--- src/rtl/qlearn_pkg.sv ---
// Shared widths, Q4.4 constants, FSM encodings and LFSR taps for the
// tabular Q-learning step controller.
package qlearn_pkg;

  localparam int STATE_W = 6;
  localparam int ACT_W   = 2;
  localparam int ADDR_W  = STATE_W + ACT_W;
  localparam int DATA_W  = 8;

  localparam logic [7:0] ONE_Q44   = 8'h10;
  // x^8+x^6+x^5+x^4+1: feedback from bits 7,5,4,3 when shifting left
  localparam logic [7:0] LFSR_TAPS = 8'hB8;

  localparam logic [2:0] S_IDLE = 3'd0;
  localparam logic [2:0] S_RDQ  = 3'd1;
  localparam logic [2:0] S_MUL  = 3'd2;
  localparam logic [2:0] S_SUM  = 3'd3;
  localparam logic [2:0] S_WB   = 3'd4;
  localparam logic [2:0] S_DONE = 3'd5;

  function automatic logic [7:0] clamp_one(input logic [7:0] v);
    return (v > ONE_Q44) ? ONE_Q44 : v;
  endfunction

endpackage

--- src/rtl/qlearn_update_dp.sv ---
// Q-update arithmetic: (1-a)*q + a*r + (a*g)*Qmax(s'), products in MUL,
// Q14.12 sum in SUM, truncate/saturate back to Q4.4 for write-back.
module qlearn_update_dp
  import qlearn_pkg::*;
#(
  parameter int DATA_W = qlearn_pkg::DATA_W
) (
  input  logic                  i_clk,
  input  logic                  i_mul_en,
  input  logic                  i_sum_en,
  input  logic [DATA_W-1:0]     i_alpha,
  input  logic [2*DATA_W-1:0]   i_ag,
  input  logic [DATA_W-1:0]     i_q,
  input  logic [DATA_W-1:0]     i_r,
  input  logic [DATA_W-1:0]     i_qmaxn,
  output logic [DATA_W-1:0]     o_q_new
);

  localparam int FRAC_W = DATA_W / 2;
  localparam int SUM_W  = 3 * DATA_W + 2;
  localparam logic [DATA_W-1:0] ONE = DATA_W'(1) << FRAC_W;

  logic [DATA_W-1:0]   w_one_m_a;
  logic [2*DATA_W-1:0] r_prod_q_p0;
  logic [2*DATA_W-1:0] r_prod_r_p0;
  logic [3*DATA_W-1:0] r_prod_g_p0;
  logic [SUM_W-1:0]    r_sum_p1;

  function automatic logic [DATA_W-1:0] sat_q(input logic [SUM_W-1:0] s);
    return (|s[SUM_W-1:2*DATA_W]) ? '1 : s[2*DATA_W-1:DATA_W];
  endfunction

  assign w_one_m_a = ONE - i_alpha;

  // MUL stage: all three products from the freshly read BRAM data
  always_ff @(posedge i_clk) begin
    if (i_mul_en) begin
      r_prod_q_p0 <= {{DATA_W{1'b0}}, w_one_m_a} * {{DATA_W{1'b0}}, i_q};
      r_prod_r_p0 <= {{DATA_W{1'b0}}, i_alpha} * {{DATA_W{1'b0}}, i_r};
      r_prod_g_p0 <= {{DATA_W{1'b0}}, i_ag} * {{(2*DATA_W){1'b0}}, i_qmaxn};
    end
  end

  // SUM stage: align the Q8.8 products with the Q12.12 discount term
  always_ff @(posedge i_clk) begin
    if (i_sum_en) begin
      r_sum_p1 <= ({{(SUM_W-2*DATA_W){1'b0}}, r_prod_q_p0} << FRAC_W)
                + ({{(SUM_W-2*DATA_W){1'b0}}, r_prod_r_p0} << FRAC_W)
                + {{(SUM_W-3*DATA_W){1'b0}}, r_prod_g_p0};
    end
  end

  assign o_q_new = sat_q(r_sum_p1);

endmodule

--- src/rtl/qlearn_step_ctrl.sv ---
// Episode sequencer for tabular Q-learning: 4-cycle steps RDQ/MUL/SUM/WB
// driving single-port Q/Qmax BRAMs and the reward/next-state ROMs.
module qlearn_step_ctrl
  import qlearn_pkg::*;
#(
  parameter int         STATE_W   = qlearn_pkg::STATE_W,
  parameter int         ACT_W     = qlearn_pkg::ACT_W,
  parameter int         ADDR_W    = qlearn_pkg::ADDR_W,
  parameter int         DATA_W    = qlearn_pkg::DATA_W,
  parameter logic [7:0] LFSR_SEED = 8'hA5
) (
  input  logic               i_clk,
  input  logic               i_rst_n,
  input  logic               i_start,
  input  logic [DATA_W-1:0]  i_alpha,
  input  logic [DATA_W-1:0]  i_gamma,
  input  logic [STATE_W-1:0] i_start_state,
  input  logic [STATE_W-1:0] i_end_state,
  input  logic [15:0]        i_max_steps,
  output logic [ADDR_W-1:0]  o_q_addr,
  output logic               o_q_we,
  output logic [DATA_W-1:0]  o_q_wdata,
  input  logic [DATA_W-1:0]  i_q_rdata,
  output logic [STATE_W-1:0] o_qmax_addr,
  output logic               o_qmax_we,
  output logic [DATA_W-1:0]  o_qmax_wdata,
  input  logic [DATA_W-1:0]  i_qmax_rdata,
  output logic [ADDR_W-1:0]  o_rn_addr,
  input  logic [DATA_W-1:0]  i_r_data,
  input  logic [STATE_W-1:0] i_ns_data,
  output logic               o_busy,
  output logic               o_done,
  output logic [STATE_W-1:0] o_state,
  output logic [15:0]        o_steps
);

  logic [2:0]           r_fsm;
  logic [7:0]           r_lfsr;
  logic [STATE_W-1:0]   r_s;
  logic [15:0]          r_steps;
  logic [DATA_W-1:0]    r_alpha;
  logic [2*DATA_W-1:0]  r_ag;
  logic [STATE_W-1:0]   r_end;
  logic [15:0]          r_max;
  logic [ACT_W-1:0]     r_act;
  logic [DATA_W-1:0]    r_r;
  logic [STATE_W-1:0]   r_ns;
  logic [DATA_W-1:0]    r_qmaxs;

  logic [DATA_W-1:0]    w_alpha_cl;
  logic [DATA_W-1:0]    w_gamma_cl;
  logic [DATA_W-1:0]    w_q_new;
  logic [16:0]          w_steps_inc;
  logic                 w_last;
  logic                 w_qmax_up;
  logic                 w_start_ok;

  assign w_alpha_cl  = clamp_one(i_alpha);
  assign w_gamma_cl  = clamp_one(i_gamma);
  assign w_start_ok  = (r_fsm == S_IDLE) && i_start;
  assign w_steps_inc = {1'b0, r_steps} + 17'd1;
  assign w_last      = (r_ns == r_end) ||
                       ((r_max != 16'd0) && (w_steps_inc == {1'b0, r_max}));
  assign w_qmax_up   = (w_q_new > r_qmaxs);

  always_ff @(posedge i_clk or negedge i_rst_n) begin
    if (!i_rst_n) begin
      r_fsm   <= S_IDLE;
      r_lfsr  <= LFSR_SEED;
      r_s     <= '0;
      r_steps <= '0;
    end else begin
      case (r_fsm)
        S_IDLE: if (i_start) begin
          r_s     <= i_start_state;
          r_steps <= '0;
          r_fsm   <= S_RDQ;
        end
        S_RDQ: begin
          r_lfsr <= {r_lfsr[6:0], ^(r_lfsr & LFSR_TAPS)};
          r_fsm  <= S_MUL;
        end
        S_MUL: r_fsm <= S_SUM;
        S_SUM: r_fsm <= S_WB;
        S_WB: begin
          r_s <= r_ns;
          if (r_steps != 16'hFFFF) r_steps <= w_steps_inc[15:0];
          r_fsm <= w_last ? S_DONE : S_RDQ;
        end
        default: r_fsm <= S_IDLE;
      endcase
    end
  end

  // Episode parameters and per-step operands need no reset: every use is gated by the FSM
  always_ff @(posedge i_clk) begin
    if (w_start_ok) begin
      r_alpha <= w_alpha_cl;
      r_ag    <= {{DATA_W{1'b0}}, w_alpha_cl} * {{DATA_W{1'b0}}, w_gamma_cl};
      r_end   <= i_end_state;
      r_max   <= i_max_steps;
    end
    if (r_fsm == S_RDQ) begin
      r_act <= r_lfsr[ACT_W-1:0];
      r_r   <= i_r_data;
      r_ns  <= i_ns_data;
    end
    if (r_fsm == S_SUM) r_qmaxs <= i_qmax_rdata;
  end

  qlearn_update_dp #(.DATA_W(DATA_W)) u_dp (
    .i_clk    (i_clk),
    .i_mul_en (r_fsm == S_MUL),
    .i_sum_en (r_fsm == S_SUM),
    .i_alpha  (r_alpha),
    .i_ag     (r_ag),
    .i_q      (i_q_rdata),
    .i_r      (r_r),
    .i_qmaxn  (i_qmax_rdata),
    .o_q_new  (w_q_new)
  );

  always_comb begin
    o_q_addr     = '0;
    o_q_we       = 1'b0;
    o_q_wdata    = '0;
    o_qmax_addr  = '0;
    o_qmax_we    = 1'b0;
    o_qmax_wdata = '0;
    o_rn_addr    = '0;
    case (r_fsm)
      S_RDQ: begin
        o_q_addr    = {r_s, r_lfsr[ACT_W-1:0]};
        o_rn_addr   = {r_s, r_lfsr[ACT_W-1:0]};
        o_qmax_addr = i_ns_data;
      end
      S_MUL: o_qmax_addr = r_s;
      S_WB: begin
        o_q_addr  = {r_s, r_act};
        o_q_we    = 1'b1;
        o_q_wdata = w_q_new;
        if (w_qmax_up) begin
          o_qmax_addr  = r_s;
          o_qmax_we    = 1'b1;
          o_qmax_wdata = w_q_new;
        end
      end
      default: ;
    endcase
  end

  assign o_busy  = (r_fsm == S_RDQ) || (r_fsm == S_MUL) ||
                   (r_fsm == S_SUM) || (r_fsm == S_WB);
  assign o_done  = (r_fsm == S_DONE);
  assign o_state = r_s;
  assign o_steps = r_steps;

endmodule

--- config.mk ---
export PLATFORM = sky130hd
export DESIGN_NAME = qlearn_step_ctrl
export DESIGN_NICKNAME = d
export VERILOG_FILES = /design/src/rtl/qlearn_pkg.sv /design/src/rtl/qlearn_update_dp.sv /design/src/rtl/qlearn_step_ctrl.sv
export SDC_FILE = /design/constraint.sdc
export NUM_CORES = 1
export LEC_CHECK = 0
export ABC_AREA = 1
export CAP_MARGIN = 40
export CELL_PAD_IN_SITES_DETAIL_PLACEMENT = 0
export CELL_PAD_IN_SITES_GLOBAL_PLACEMENT = 1
export CORE_UTILIZATION = 46
export CTS_CLUSTER_DIAMETER = 200
export CTS_CLUSTER_SIZE = 30
export DETAILED_ROUTE_END_ITERATION = 10
export GPL_TIMING_DRIVEN = 0
export PLACE_DENSITY = 0.8
export SLEW_MARGIN = 20
export SYNTH_ARGS = -nofsm -noshare
export SYNTH_HDL_FRONTEND = slang
export SYNTH_SLANG_ARGS = --single-unit
--- constraint.sdc ---
create_clock -name i_clk -period 7 [get_ports i_clk]
set_input_delay 0.7 -clock i_clk [delete_from_list [all_inputs] [get_ports i_clk]]
set_output_delay 0.7 -clock i_clk [all_outputs]
set_load 0.005 [all_outputs]
==> results.toml <==
[outcome]
outcome = "finished, final reports clean"

[logic_synthesis]
synth_adder_area_share_pct = 33.6
synth_top_area_share_pct = 22.4
synthArstFlopShare_pct = 19.2
yosys_warnings = 0
synthTopCellsByCount = "inv_1 (518), nand2_1 (461), fa_1 (193)"
synth_area_per_cell_um2 = 8.49
synth_ff_type = "edfxtp_1"
netlist_area_mm2 = 0.0186
synth-edff-count = 139
synth_compound_area_share_pct = 6.80
synth_xor_area_share_pct = 4.88
netlist_instances = 2191
synth_cell_type_count = 51
synth_most_common_cell = "inv_1"
synth_area_leaders = "edfxtp_1 (22%), fa_1 (21%), ha_1 (13%)"
synth_mux_area_share_pct = 0
synthSimpleGateAreaFrac_pct = 16.0
synth-seq-cells = 172
yosysSeqAreaShare_pct = 26.9
synth_top_area_cell = "edfxtp_1"
synth_top_family_by_area = "adder cells"

[setup_path]
r2r_start = "r_alpha[0]$_DFFE_PP_"
worstPathRequired_ns = 7.18
path_buf_inv = 6
regToRegSetupSlack_ns = 1.16
start_kind = "primary input"
critPathCaptureType = "register"
arrival_ns = 6.09
critPathTopFamily = "adder cells"
cpMostUsedCell = "fa_1"
crit_fanout = 10
path_cells = "clkdlybuf4s50_1, clkbuf_1, clkbuf_1, nand2_1, fa_1, fa_1, inv_1, fa_1, inv_1, fa_1, inv_1, ha_1, a21oi_1, o21ai_0, a21oi_1, o221ai_1, xor2_1"
setup.worst_path.start = "i_qmax_rdata[7]"
worstSetupPathType = "in2reg"
cpPeakStageDelay_ns = 0.61
critPathSlowestCell = "clkdlybuf4s50_1"

[clock_tree]
clkLatencyLatePin_ns = 0.45
post-cts-setup-buffers = 0
holdBufCountCts = 0
numCtsBuffers = 17
cts_root_buf = "clkbuf_16"
cts-resized-gates = 0
clockBufferDepth = 2
clkSinkCount = 172
cts_tree = "built"
clkSlewWorstSetupHoldPaths_ns = 0.07
htreeDepth = 4

[die]
design.core.area_mm2 = 0.0398
ios = 141
fp-row-count = 73
die-height_um = 203
floorplan.die_area_mm2 = 0.0412
die_x_um = 203
initial_utilization_pct = 46.7

[layout]
drive_gt1_share_pct = 3.48
syn2layout_area_growth_pct = 15.8
fin_nets = 2859
antenna_cells = 0

[drt]
drc = 0
wire_per_inst_um = 14.6
ant_nets = 0
vias = 14600
dr.first_iter.drc_count = 894
dr.pass1.iters = 7
finalWirelength_um = 42800
viasPerCell = 4.96

[timing]
report.final.slew_viol_count = 0
worstMarginPinSlew_ns = 0.774
setup_viol = 0
maxSlewHeadroom_pct = 48.4
min_period_over_period_pct = 84.3
hold_slack_ns = 0.0820
fin_crit_ns = 5.90
fmax_mhz = 169
rsz0062_at_grt = "false"
fin_skew_ns = 0.0120
final-hold-violation-count = 0

[global_route]
grt_antenna_before_repair = 0
grt.total_usage_pct = 21.8
overflow = 0
grt_pass1_wl_um = 71900
first_global_vias = 14600
grt_max_degree = 55

[place]
io_buffer_count = 140
dp_hpwl_um = 35300
gp_congestion = 0.873

[min_path]
holdCritPathClass = "in2async"

[run]
cap_violations = 0
## cells by family (layout without fill, tap and decap cells)
group	after synthesis	after routing
adders and majority gates	384	384
DFF	172	172
other	2	42
buffers and inverters	581	761
xor gates and xnor gates	102	102
AOI/OAI and AO/OA	219	219
and+or+nand+nor	731	731
## area by class of cell
class                      count  area (um2)
timing repair buffer         148        1470
inverter                     528        1980
clock inverter                12         184
sequential                   172        5000
buffer                        53         206
multi-input combinational   1478       11600
clock buffer                  20         467
fill                        3827       18300
tap                          525         657
## sequential cells by signal, summed over array words and instances, names as in the netlist
signal	count
u_dp.r_prod_g_p0	20
u_dp.r_sum_p1	17
o_steps	16
r_ag	16
r_max	16
u_dp.r_prod_q_p0	16
u_dp.r_prod_r_p0	16
r_alpha	8
r_lfsr	8
r_qmaxs	8
r_r	8
o_state	6
r_end	6
r_ns	6
r_fsm	3
r_act	2
## worst paths after layout
kind / to / cells after the start
setup reg to reg: u_dp.r_prod_q_p0[14]$_DFFE_PN_ / 25
max in group asynchronous: r_lfsr[7]$_DFFE_PN1N_ / 2
setup / recovery: u_dp.r_prod_g_p0[20]$_DFFE_PN_ / 17
hold / removal: o_steps[1]$_DFFE_PN0P_ / 1
hold reg to reg: r_act[1]$_DFFE_PN_ / 0
min in group i_clk: r_act[1]$_DFFE_PN_ / 0
## cell usage in the layout, fill, tap and decap left out, drive strengths merged, types with 42 or more instances in the layout
cell type      count
inv              529
conb              42
clkdlybuf4s50    139
a21oi             95
nand3             53
fa               193
xor2              69
o21ai             67
nor2             168
nand2            465
edfxtp           139
ha               191
clkbuf            62
## metal layers
layer	wire length, um	share of wire [%]	track usage, %
met4	382	0.89	5.08
met1	19800	46	29.8
met3	1910	4.5	2.36
met2	20700	48	37.0
met5	0	0	0
## per-stage QoR
stage                     instances  setup TNS [ns]  area [um2]  utilization (%)  worst slack [ns]
after floorplan                2231               0       18700                -              1.22
after global placement         2896           -7.69       20800             52.2             -1.34
after detailed placement       2904               0       20900             52.5             0.591
after CTS                      2936               0       21500             54.1              1.09
after global routing           2936               0       21500             54.1             0.706
final                          2936               0       21500             54.1              1.10
Power is left out: the tool's default activity adds up to more than one toggle a clock period on the data nets, which glitch-free logic cannot reach.
